$ cat config.mk
export PLATFORM = sky130hd
export DESIGN_NAME = mem_port_arbiter_flat
export DESIGN_NICKNAME = d
export VERILOG_FILES = /design/src/rtl/mem_pkg.sv /design/src/rtl/mem_port_arbiter_if.sv /design/src/rtl/mem_port_arbiter_lsu_align.sv /design/src/rtl/mem_port_arbiter.sv /design/src/flat_wrapper.sv
export SDC_FILE = /design/constraint.sdc
export NUM_CORES = 1
export LEC_CHECK = 0
export CORE_MARGIN = 2
export CORE_UTILIZATION = 39
export DETAILED_ROUTE_END_ITERATION = 16
export PLACE_DENSITY = 0.87
export SLEW_MARGIN = 20
export SYNTH_ARGS = -nofsm -noshare
export SYNTH_HDL_FRONTEND = slang
export SYNTH_SLANG_ARGS = --single-unit
$ cat constraint.sdc
create_clock -name clk -period 2.1 [get_ports clk]
set_clock_uncertainty 0.2 [all_clocks]
set_input_delay 0.21 -clock clk [delete_from_list [all_inputs] [get_ports clk]]
set_output_delay 0.21 -clock clk [all_outputs]
set_load 0.005 [all_outputs]
$ cat src/rtl/mem_pkg.sv
// Shared types and access-type encodings for the memory port arbiter.
package mem_pkg;

   localparam int DATA_WIDTH = 32;
   localparam int ADDR_WIDTH = 32;

   localparam logic [2:0] LS_LB  = 3'd0;
   localparam logic [2:0] LS_LBU = 3'd1;
   localparam logic [2:0] LS_LH  = 3'd2;
   localparam logic [2:0] LS_LHU = 3'd3;
   localparam logic [2:0] LS_LW  = 3'd4;
   localparam logic [2:0] LS_SB  = 3'd5;
   localparam logic [2:0] LS_SH  = 3'd6;
   localparam logic [2:0] LS_SW  = 3'd7;

   typedef enum logic [1:0] {
      IDLE   = 2'd0,
      IFETCH = 2'd1,
      DATA   = 2'd2
   } arb_state_t;

   // Access code does not match the direction of the request.
   function automatic logic ls_class_bad(input logic [2:0] code, input logic is_store);
      return is_store ? (code < LS_SB) : (code > LS_LW);
   endfunction

endpackage

$ cat src/rtl/mem_port_arbiter_if.sv
// Pipeline-side and memory-side signals of the shared memory port.
interface mem_port_arbiter_if #(
   parameter int DW = 32,
   parameter int AW = 32
);
   logic          if_req;
   logic [AW-1:0] if_addr;
   logic [DW-1:0] if_rdata;
   logic          if_valid;

   logic          d_memread;
   logic          d_memwrite;
   logic [2:0]    d_load_store;
   logic [AW-1:0] d_addr;
   logic [DW-1:0] d_wdata;
   logic [DW-1:0] d_rdata;
   logic          d_done;
   logic          misalign;

   logic          stall_if;
   logic          stall_mem;

   logic          mem_req;
   logic          mem_we;
   logic [AW-1:0] mem_addr;
   logic [DW-1:0] mem_wdata;
   logic [3:0]    mem_wstrb;
   logic [DW-1:0] mem_rdata;
   logic          mem_ready;

   modport slave (
      input  if_req, if_addr, d_memread, d_memwrite, d_load_store, d_addr, d_wdata,
             mem_rdata, mem_ready,
      output if_rdata, if_valid, d_rdata, d_done, misalign, stall_if, stall_mem,
             mem_req, mem_we, mem_addr, mem_wdata, mem_wstrb
   );

   modport master (
      output if_req, if_addr, d_memread, d_memwrite, d_load_store, d_addr, d_wdata,
             mem_rdata, mem_ready,
      input  if_rdata, if_valid, d_rdata, d_done, misalign, stall_if, stall_mem,
             mem_req, mem_we, mem_addr, mem_wdata, mem_wstrb
   );
endinterface

$ cat src/rtl/mem_port_arbiter_lsu_align.sv
// Byte-lane strobes, store replication, alignment check and load extension.
module lsu_align
   import mem_pkg::*;
(
   input  logic [2:0]  ls_i,
   input  logic [1:0]  addr_lo_i,
   input  logic [31:0] wdata_i,
   input  logic [2:0]  rd_ls_i,
   input  logic [1:0]  rd_addr_lo_i,
   input  logic [31:0] rdata_i,
   output logic [3:0]  wstrb_o,
   output logic [31:0] wdata_rep_o,
   output logic [31:0] rdata_ext_o,
   output logic        misaligned_o
);

   logic [7:0]  rd_byte;
   logic [15:0] rd_half;

   always_comb begin
      wstrb_o      = 4'b0000;
      wdata_rep_o  = wdata_i;
      misaligned_o = 1'b0;
      case (ls_i)
         LS_SB: begin
            wstrb_o     = 4'b0001 << addr_lo_i;
            wdata_rep_o = {4{wdata_i[7:0]}};
         end
         LS_SH: begin
            wstrb_o      = 4'b0011 << {addr_lo_i[1], 1'b0};
            wdata_rep_o  = {2{wdata_i[15:0]}};
            misaligned_o = addr_lo_i[0];
         end
         LS_SW: begin
            wstrb_o      = 4'b1111;
            misaligned_o = |addr_lo_i;
         end
         LS_LH, LS_LHU: misaligned_o = addr_lo_i[0];
         LS_LW:         misaligned_o = |addr_lo_i;
         default: ;
      endcase
   end

   always_comb begin
      case (rd_addr_lo_i)
         2'd0:    rd_byte = rdata_i[7:0];
         2'd1:    rd_byte = rdata_i[15:8];
         2'd2:    rd_byte = rdata_i[23:16];
         default: rd_byte = rdata_i[31:24];
      endcase
      rd_half = rd_addr_lo_i[1] ? rdata_i[31:16] : rdata_i[15:0];
      case (rd_ls_i)
         LS_LB:   rdata_ext_o = {{24{rd_byte[7]}}, rd_byte};
         LS_LBU:  rdata_ext_o = {24'd0, rd_byte};
         LS_LH:   rdata_ext_o = {{16{rd_half[15]}}, rd_half};
         LS_LHU:  rdata_ext_o = {16'd0, rd_half};
         default: rdata_ext_o = rdata_i;
      endcase
   end

endmodule

$ cat src/rtl/mem_port_arbiter.sv
// Single-port memory arbiter: data side beats fetch, one transaction in flight.
// state  | meaning
// IDLE   | nothing outstanding
// IFETCH | fetch outstanding on the memory port
// DATA   | load or store outstanding on the memory port
module mem_port_arbiter
   import mem_pkg::*;
#(
   parameter int DATA_WIDTH = 32,
   parameter int ADDR_WIDTH = 32
) (
   input  logic clk,
   input  logic rst,
   mem_port_arbiter_if.slave bus
);

   arb_state_t            state_q, state_d;
   logic                  mem_req_q, mem_req_d;
   logic                  mem_we_q, mem_we_d;
   logic [ADDR_WIDTH-1:0] mem_addr_q, mem_addr_d;
   logic [DATA_WIDTH-1:0] mem_wdata_q, mem_wdata_d;
   logic [3:0]            mem_wstrb_q, mem_wstrb_d;
   logic [DATA_WIDTH-1:0] if_rdata_q, if_rdata_d;
   logic                  if_valid_q, if_valid_d;
   logic [DATA_WIDTH-1:0] d_rdata_q, d_rdata_d;
   logic                  d_done_q, d_done_d;
   logic                  misalign_q, misalign_d;
   logic [2:0]            ls_q, ls_d;
   logic [1:0]            alo_q, alo_d;

   logic                  data_pend, fetch_pend, is_store, reject;
   logic [3:0]            al_wstrb;
   logic [31:0]           al_wdata, al_rdata;
   logic                  al_mis;
   logic [1:0]            unused_if_lo;

   assign unused_if_lo = bus.if_addr[1:0];

   lsu_align u_align (
      .ls_i         (bus.d_load_store),
      .addr_lo_i    (bus.d_addr[1:0]),
      .wdata_i      (bus.d_wdata),
      .rd_ls_i      (ls_q),
      .rd_addr_lo_i (alo_q),
      .rdata_i      (bus.mem_rdata),
      .wstrb_o      (al_wstrb),
      .wdata_rep_o  (al_wdata),
      .rdata_ext_o  (al_rdata),
      .misaligned_o (al_mis)
   );

   // A requester that sees its pulse still holds the old request for that cycle.
   assign data_pend  = (bus.d_memread | bus.d_memwrite) & ~d_done_q;
   assign fetch_pend = bus.if_req & ~if_valid_q;
   assign is_store   = bus.d_memwrite;
   assign reject     = al_mis | ls_class_bad(bus.d_load_store, is_store);

   always_comb begin
      state_d     = state_q;
      mem_req_d   = mem_req_q;
      mem_we_d    = mem_we_q;
      mem_addr_d  = mem_addr_q;
      mem_wdata_d = mem_wdata_q;
      mem_wstrb_d = mem_wstrb_q;
      if_rdata_d  = if_rdata_q;
      if_valid_d  = 1'b0;
      d_rdata_d   = d_rdata_q;
      d_done_d    = 1'b0;
      misalign_d  = 1'b0;
      ls_d        = ls_q;
      alo_d       = alo_q;
      case (state_q)
         IDLE: begin
            if (data_pend) begin
               ls_d  = bus.d_load_store;
               alo_d = bus.d_addr[1:0];
               if (reject) begin
                  d_done_d   = 1'b1;
                  misalign_d = 1'b1;
                  d_rdata_d  = '0;
               end else begin
                  mem_req_d   = 1'b1;
                  mem_we_d    = is_store;
                  mem_addr_d  = {bus.d_addr[ADDR_WIDTH-1:2], 2'b00};
                  mem_wdata_d = al_wdata;
                  mem_wstrb_d = is_store ? al_wstrb : 4'b0000;
                  state_d     = DATA;
               end
            end else if (fetch_pend) begin
               mem_req_d   = 1'b1;
               mem_we_d    = 1'b0;
               mem_wstrb_d = 4'b0000;
               mem_addr_d  = {bus.if_addr[ADDR_WIDTH-1:2], 2'b00};
               state_d     = IFETCH;
            end
         end
         IFETCH: begin
            if (bus.mem_ready) begin
               mem_req_d  = 1'b0;
               if_rdata_d = bus.mem_rdata;
               if_valid_d = 1'b1;
               state_d    = IDLE;
            end
         end
         DATA: begin
            if (bus.mem_ready) begin
               mem_req_d   = 1'b0;
               mem_we_d    = 1'b0;
               mem_wstrb_d = 4'b0000;
               if (!mem_we_q) d_rdata_d = al_rdata;
               d_done_d    = 1'b1;
               state_d     = IDLE;
            end
         end
         default: state_d = IDLE;
      endcase
   end

   always_ff @(posedge clk or negedge rst) begin
      if (!rst) begin
         state_q     <= IDLE;
         mem_req_q   <= 1'b0;
         mem_we_q    <= 1'b0;
         mem_addr_q  <= '0;
         mem_wdata_q <= '0;
         mem_wstrb_q <= 4'b0000;
         if_rdata_q  <= '0;
         if_valid_q  <= 1'b0;
         d_rdata_q   <= '0;
         d_done_q    <= 1'b0;
         misalign_q  <= 1'b0;
         ls_q        <= LS_LW;
         alo_q       <= 2'b00;
      end else begin
         state_q     <= state_d;
         mem_req_q   <= mem_req_d;
         mem_we_q    <= mem_we_d;
         mem_addr_q  <= mem_addr_d;
         mem_wdata_q <= mem_wdata_d;
         mem_wstrb_q <= mem_wstrb_d;
         if_rdata_q  <= if_rdata_d;
         if_valid_q  <= if_valid_d;
         d_rdata_q   <= d_rdata_d;
         d_done_q    <= d_done_d;
         misalign_q  <= misalign_d;
         ls_q        <= ls_d;
         alo_q       <= alo_d;
      end
   end

   assign bus.mem_req   = mem_req_q;
   assign bus.mem_we    = mem_we_q;
   assign bus.mem_addr  = mem_addr_q;
   assign bus.mem_wdata = mem_wdata_q;
   assign bus.mem_wstrb = mem_wstrb_q;
   assign bus.if_rdata  = if_rdata_q;
   assign bus.if_valid  = if_valid_q;
   assign bus.d_rdata   = d_rdata_q;
   assign bus.d_done    = d_done_q;
   assign bus.misalign  = misalign_q;
   assign bus.stall_mem = (bus.d_memread | bus.d_memwrite) & ~d_done_q;
   assign bus.stall_if  = bus.if_req & ~if_valid_q;

endmodule

$ cat src/flat_wrapper.sv
// flat-port wrapper written by rule: the top's interface ports become plain ports
module mem_port_arbiter_flat import mem_pkg::*;
#(
   parameter int DATA_WIDTH = 32,
   parameter int ADDR_WIDTH = 32
)
  (clk, rst, bus_if_req, bus_if_addr, bus_d_memread, bus_d_memwrite, bus_d_load_store, bus_d_addr, bus_d_wdata, bus_mem_rdata, bus_mem_ready, bus_if_rdata, bus_if_valid, bus_d_rdata, bus_d_done, bus_misalign, bus_stall_if, bus_stall_mem, bus_mem_req, bus_mem_we, bus_mem_addr, bus_mem_wdata, bus_mem_wstrb);
  mem_port_arbiter_if bus_i ();
  input  logic clk;
  input  logic rst;
  input wire logic [$bits(bus_i.if_req)-1:0] bus_if_req;
  input wire logic [$bits(bus_i.if_addr)-1:0] bus_if_addr;
  input wire logic [$bits(bus_i.d_memread)-1:0] bus_d_memread;
  input wire logic [$bits(bus_i.d_memwrite)-1:0] bus_d_memwrite;
  input wire logic [$bits(bus_i.d_load_store)-1:0] bus_d_load_store;
  input wire logic [$bits(bus_i.d_addr)-1:0] bus_d_addr;
  input wire logic [$bits(bus_i.d_wdata)-1:0] bus_d_wdata;
  input wire logic [$bits(bus_i.mem_rdata)-1:0] bus_mem_rdata;
  input wire logic [$bits(bus_i.mem_ready)-1:0] bus_mem_ready;
  output wire logic [$bits(bus_i.if_rdata)-1:0] bus_if_rdata;
  output wire logic [$bits(bus_i.if_valid)-1:0] bus_if_valid;
  output wire logic [$bits(bus_i.d_rdata)-1:0] bus_d_rdata;
  output wire logic [$bits(bus_i.d_done)-1:0] bus_d_done;
  output wire logic [$bits(bus_i.misalign)-1:0] bus_misalign;
  output wire logic [$bits(bus_i.stall_if)-1:0] bus_stall_if;
  output wire logic [$bits(bus_i.stall_mem)-1:0] bus_stall_mem;
  output wire logic [$bits(bus_i.mem_req)-1:0] bus_mem_req;
  output wire logic [$bits(bus_i.mem_we)-1:0] bus_mem_we;
  output wire logic [$bits(bus_i.mem_addr)-1:0] bus_mem_addr;
  output wire logic [$bits(bus_i.mem_wdata)-1:0] bus_mem_wdata;
  output wire logic [$bits(bus_i.mem_wstrb)-1:0] bus_mem_wstrb;
  assign bus_i.if_req = bus_if_req;
  assign bus_i.if_addr = bus_if_addr;
  assign bus_i.d_memread = bus_d_memread;
  assign bus_i.d_memwrite = bus_d_memwrite;
  assign bus_i.d_load_store = bus_d_load_store;
  assign bus_i.d_addr = bus_d_addr;
  assign bus_i.d_wdata = bus_d_wdata;
  assign bus_i.mem_rdata = bus_mem_rdata;
  assign bus_i.mem_ready = bus_mem_ready;
  assign bus_if_rdata = bus_i.if_rdata;
  assign bus_if_valid = bus_i.if_valid;
  assign bus_d_rdata = bus_i.d_rdata;
  assign bus_d_done = bus_i.d_done;
  assign bus_misalign = bus_i.misalign;
  assign bus_stall_if = bus_i.stall_if;
  assign bus_stall_mem = bus_i.stall_mem;
  assign bus_mem_req = bus_i.mem_req;
  assign bus_mem_we = bus_i.mem_we;
  assign bus_mem_addr = bus_i.mem_addr;
  assign bus_mem_wdata = bus_i.mem_wdata;
  assign bus_mem_wstrb = bus_i.mem_wstrb;
  mem_port_arbiter #(.DATA_WIDTH(DATA_WIDTH), .ADDR_WIDTH(ADDR_WIDTH)) u_core (.clk(clk), .rst(rst), .bus(bus_i));
endmodule
; Yosys cells after proc, flatten, opt, wreduce, memory -nomap -nowiden
; Index checks and enable logic that the tools add are counted.
[classes]
order_cmp = 2
eq_ne = 21
n_shift = 2
n_mux = 41
bitwise = 7
reduce_logical = 18
[op_table]
columns = cell, n
row1 = two-way mux 32 bit, 7
row2 = case mux 32 bit (2 select lines), 2
row3 = case mux 32 bit (4 select lines), 1
row4 = case mux 8 bit (3 select lines), 1
row5 = two-way mux 4 bit, 5
row6 = two-way mux 16 bit, 1
row7 = two-way mux 1 bit, 13
row8 = "== test 3 x 2 -> 1 bit, second input constant", 4
row9 = "== test 3 bit, second input constant", 4
row10 = case mux 4 bit (3 select lines), 1
row11 = AND reduction 3 bit, 3
row12 = two-way mux 2 bit, 4
row13 = "!= test 2 bit, second input constant", 4
row14 = case mux 1 bit (2 select lines), 4
row15 = case mux 4 bit (2 select lines), 1
row16 = AND reduction 4 bit, 2
row17 = "!= test 3 bit, second input constant", 2
row18 = nonzero test 2 bit, 3
row19 = OR reduction 2 bit, 3
row20 = AND reduction 5 bit, 1
row21 = "== test 2 x 1 -> 1 bit, second input constant", 2
row22 = "== test 2 bit, second input constant", 2
row23 = zero test 2 bit, 2
row24 = "!= test 2 x 1 -> 1 bit, second input constant", 2
row25 = 12 further kinds, 17
[totals]
ff_bits = 144
output_inout_bits = 139

; Logic depth before layout (Yosys ltp)
[depth]
ltp_word = 7
mapped_depth = 9

; Cells and area by module
; A second synthesis with hierarchy kept.
[hier_totals]
cells_unflattened = 638
hier_area_um2 = 7448.4
[modules_own_cells]
columns = mod, instances, cells_per_inst, area_per_inst_um2, seq_area_each_um2
row1 = mem_port_arbiter, 1, 449, 5940.7, 3554.7
row2 = lsu_align, 1, 189, 1507.7, 0.0

; Least setup slack after synthesis
; OpenSTA, ideal clock, no wires.
[synth_path]
kind = register -> register
from = reg u_core.state_q[0]
to = reg u_core.mem_wdata_q[28], in the netlist u_core.bus.mem_wdata[28]
setup_ps = 125
arrival_time_ps = 1787
t_required_ps = 1775
setup_slack_ps = -12
path_stages_with_launch = 9
period_less_slack_ps = 2112
cell_sequence = dfrtp_1 -> inv_1 -> ha_1 -> inv_1 -> nor2_1 -> and2_1 -> buf_2 -> buf_6 -> mux2_4
[synth_via]
elab_chain_cells = 2
[synth_rtl]
columns = item, line_no
row1 = start: declaration, mem_port_arbiter.sv:17  ; arb_state_t state_q, state_d;
row2 = start signal: assignment, mem_port_arbiter.sv:135  ; state_q <= state_d;
row3 = zero test 2 bit, mem_port_arbiter.sv:72  ; case (state_q)
row4 = AND reduction 3 bit (no source line), --
row5 = end signal: assignment, mem_port_arbiter.sv:139  ; mem_wdata_q <= mem_wdata_d;
row6 = end: declaration, mem_port_arbiter.sv:21  ; logic [DATA_WIDTH-1:0] mem_wdata_q, mem_wdata_d;
; No other way between the ends.
; A chain may end at the register's enable or synchronous reset.

; Worst setup path in the final report
[layout_path]
from = reg u_core.state_q[0]
to = reg u_core.d_rdata_q[7], in the netlist u_core.bus.d_rdata[7]
[layout_via]
elab_chain_cells = 3
elab_cells_between_ends = 9
classes_between = 5 x eq/ne / 1 x mux / 3 x reduce/logical
[layout_rtl]
columns = item, line_no
row1 = == test 2 bit or zero test 2 bit (tied branches), mem_port_arbiter.sv:72
row2 = != test 2 bit (no source line) (tied with other cells), --
row3 = AND reduction 5 bit (no source line), --
row4 = end signal: assignment, mem_port_arbiter.sv:143  ; d_rdata_q <= d_rdata_d;
row5 = end: declaration, mem_port_arbiter.sv:25  ; logic [DATA_WIDTH-1:0] d_rdata_q, d_rdata_d;
; Parallel ways exist; a longest one is shown, timed or not.

==> results.json <==
{
  "initial_core_util": 0.395,
  "drive_gt1_frac": 0.212,
  "dp_hpwl_mm": 15.8,
  "holdWs_ns": 0.0780,
  "critPathLaunchType": "flip-flop",
  "synth_area_um2": 6790,
  "placed_area_um2": 10100,
  "grt_util_all_layers": 0.230,
  "required_ns": 2.22,
  "p_sw_frac": 0.323,
  "synth_warnings": 0,
  "status": "finished clean",
  "grt_pass1_wl_mm": 32.8,
  "clock_latency_ns": 0.42,
  "cts_tree": "built",
  "final.period_utilization": 0.980,
  "fmax_mhz": 486,
  "syn_inst": 650,
  "final_common_cell": "clkdlybuf4s50_1",
  "cts_sinks": 142,
  "wirelength_mm": 22.3,
  "core.rowCount": 48,
  "setup_ws_ns": 0.0414,
  "r2r_end": "u_core.bus.d_rdata[7]",
  "synth_ff_type": "dfrtp_1",
  "ir_worst_vdd_mv": 0.820,
  "async_flop_share": 1.00,
  "ant_nets": 0,
  "clockBufferDepth": 2,
  "coreArea_um2": 17200,
  "slew_headroom": 0.598,
  "regArea_um2": 3550,
  "hold_viol_final": 0,
  "tightestPinTransition_ns": 0.602,
  "seq_area_frac_synth": 0.524,
  "design_area_um2": 11000,
  "path_max_fanout": 5,
  "path_clk_slew_ns": 0.06,
  "finalSetupViolations": 0,
  "drt-initial-drc-count": 447,
  "final_cell_mix": "clkdlybuf4s50_1, nand2_1, dfrtp_1",
  "reg2reg_depth": 8,
  "die_w_um": 136,
  "die_area_um2": 18500,
  "cp.arrival_ns": 2.18,
  "areaGrowthSynthToFinish_pct": 61.9,
  "vias": 6320,
  "clockPowerShare": 0.206,
  "synthDistinctLibCells": 50,
  "path_class": "flip-flop to flip-flop",
  "power.internal_mw": 10.7,
  "ios": 276,
  "numCtsBuffers": 17,
  "drcViolationCount": 0,
  "finalNonFillerCells": 1211,
  "die_h_um": 136,
  "grt-ovfl-total": 0,
  "grt_pass1_vias": 6296,
  "p_per_area_nw_per_um2": 1440,
  "drtPass1Iterations": 5,
  "power_frac_comb": 0.494,
  "final.setup.tns_ns": 0,
  "multi_input_area_um2": 3020,
  "slew_viol_final": 0,
  "grt_max_degree": 59,
  "maxCapViolations": 0,
  "rr_startpoint": "u_core.state_q[0]",
  "syn_area_per_cell_um2": 10.4,
  "antenna_found_initial": 1,
  "post-place-ws_ns": -0.443,
  "fillers": 1322,
  "dp_cells": 1161,
  "routed_via_density": 5.22,
  "end_kind": "flip-flop",
  "cts-root-buf": "clkbuf_16",
  "min_path_type": "input port to async pin",
  "p_leak_nw": 4.88,
  "h-tree-depth": 4,
  "fin_nets": 1112,
  "wl_per_cell_um": 18.4,
  "reg2reg_slack_ns": 0.04,
  "portBuffers": 271,
  "p_sw_mw": 5.10,
  "seq_power_share": 0.299,
  "period_minus_slack_ns": 2.06,
  "power_mw": 15.8,
  "finish.utilization": 0.639,
  "synth-seq-cells": 142,
  "synth-edff-count": 0,
  "gp_congestion": 0.853
}
==> routing by layer <==
metal  vias up  track usage  wire (µm)
met5         -            0          0
met4         0        0.107        783
met3        58       0.0615       1770
met2       274        0.389      11100
met1      3070        0.274       8590
li1       2918            -          -
==> worst max-delay path, stage by stage (launching register included) <==
cell and delay (ns):
dfrtp_1 0.41, inv_2 0.09, ha_2 0.21, nand2_1 0.11
o21ai_0 0.16, o211ai_1 0.10, buf_4 0.18, clkbuf_16 0.16
o41ai_4 0.33
==> worst max-delay path by stage <==
| stage | start | slack [ns] | end |
|---|---|---|---|
| 6_report | u_core.state_q[0] | 0.04 | u_core.bus.d_rdata[7] |
| 4_1_cts | u_core.bus.d_done | -0.07 | bus_stall_mem |
| 2_1_floorplan | bus_d_load_store[0] | 0.05 | u_core.bus.mem_addr[11] |
| 3_5_place_dp | bus_d_load_store[2] | -0.44 | u_core.bus.mem_wdata[4] |
| 3_3_place_gp | bus_d_addr[1] | -0.43 | u_core.bus.mem_addr[7] |
| 5_1_grt | u_core.state_q[0] | -0.02 | u_core.bus.d_rdata[7] |
==> flip-flops by register name (all words and copies together), names as in the netlist <==
name	cells
u_core.bus.d_rdata	32
u_core.bus.if_rdata	32
u_core.bus.mem_wdata	32
u_core.bus.mem_addr	30
u_core.bus.mem_wstrb	4
u_core.ls_q	3
u_core.alo_q	2
u_core.state_q	2
u_core.bus.d_done	1
u_core.bus.if_valid	1
u_core.bus.mem_req	1
u_core.bus.mem_we	1
u_core.bus.misalign	1
==> cell type report <==
class	count	area share
clock buffer	22	0.0432
tap	225	0.0256
inverter	13	0.00467
sequential	142	0.324
multi-input combinational	456	0.275
clock inverter	10	0.0146
timing repair buffer	342	0.313
antenna	1	0.000228
==> what timing repair did <==
action / 4_1_cts / 5_1_grt
cloned: 1 / 6
pin swaps: 0 / 3
gates resized for setup: 7 / 22
hold endpoints to repair: 141 / 0
hold buffers: 1 / 0
buffers inserted: 3 / 6
setup endpoints to repair: 3 / 76
==> kinds of logic (layout without fill, tap and decap cells) <==
logic type	Yosys count	after routing	synth area share
multiplexers	100	100	0.168
other	1	3	0.000553
XOR/XNOR	1	1	0.00129
flip-flops	142	142	0.524
buffers and inverters	53	387	0.0376
AO/OA/AOI/OAI	154	154	0.146
AND/OR/NAND/NOR	196	196	0.117
adder cells (fa/ha/maj)	3	3	0.00553
==> power groups by stage <==
stage / logic (mW) / registers, mW / clock network (mW)
2_1_floorplan: 3.12 / 4.78 / 0
4_1_cts: 7.38 / 4.73 / 3.29
5_1_grt: 8.39 / 4.88 / 3.43
3_3_place_gp: 7.01 / 4.71 / 0
6_report: 7.82 / 4.74 / 3.26
3_5_place_dp: 7.18 / 4.75 / 0
==> synth_stat cells, types with 2 or more instances <==
| cell type | n | area, µm² |
|---|---|---|
| buf_6 | 5 | 56.3 |
| dfrtp_1 | 141 | 3530 |
| nand2b_1 | 5 | 31.3 |
| nor2b_1 | 2 | 12.5 |
| o21ai_1 | 11 | 55.1 |
| o211ai_2 | 3 | 37.5 |
| a221o_1 | 8 | 80.1 |
| buf_2 | 3 | 15.0 |
| mux2_4 | 3 | 45.0 |
| mux2i_1 | 8 | 80.1 |
| buf_1 | 5 | 18.8 |
| o31ai_1 | 8 | 60.1 |
| nor2_1 | 23 | 86.3 |
| clkbuf_1 | 23 | 86.3 |
| buf_4 | 4 | 30.0 |
| nor3_1 | 2 | 10.0 |
| nand2_1 | 148 | 556 |
| o21ai_0 | 33 | 165 |
| a22o_1 | 8 | 70.1 |
| o22a_1 | 8 | 70.1 |
| o22ai_1 | 10 | 62.6 |
| ha_1 | 3 | 37.5 |
| and2_1 | 9 | 56.3 |
| inv_1 | 11 | 41.3 |
| mux2_2 | 83 | 935 |
| and3_1 | 2 | 12.5 |
| mux2_1 | 5 | 56.3 |
| a21oi_1 | 54 | 270 |
No activity file was read; power rests on OpenSTA's default activity.
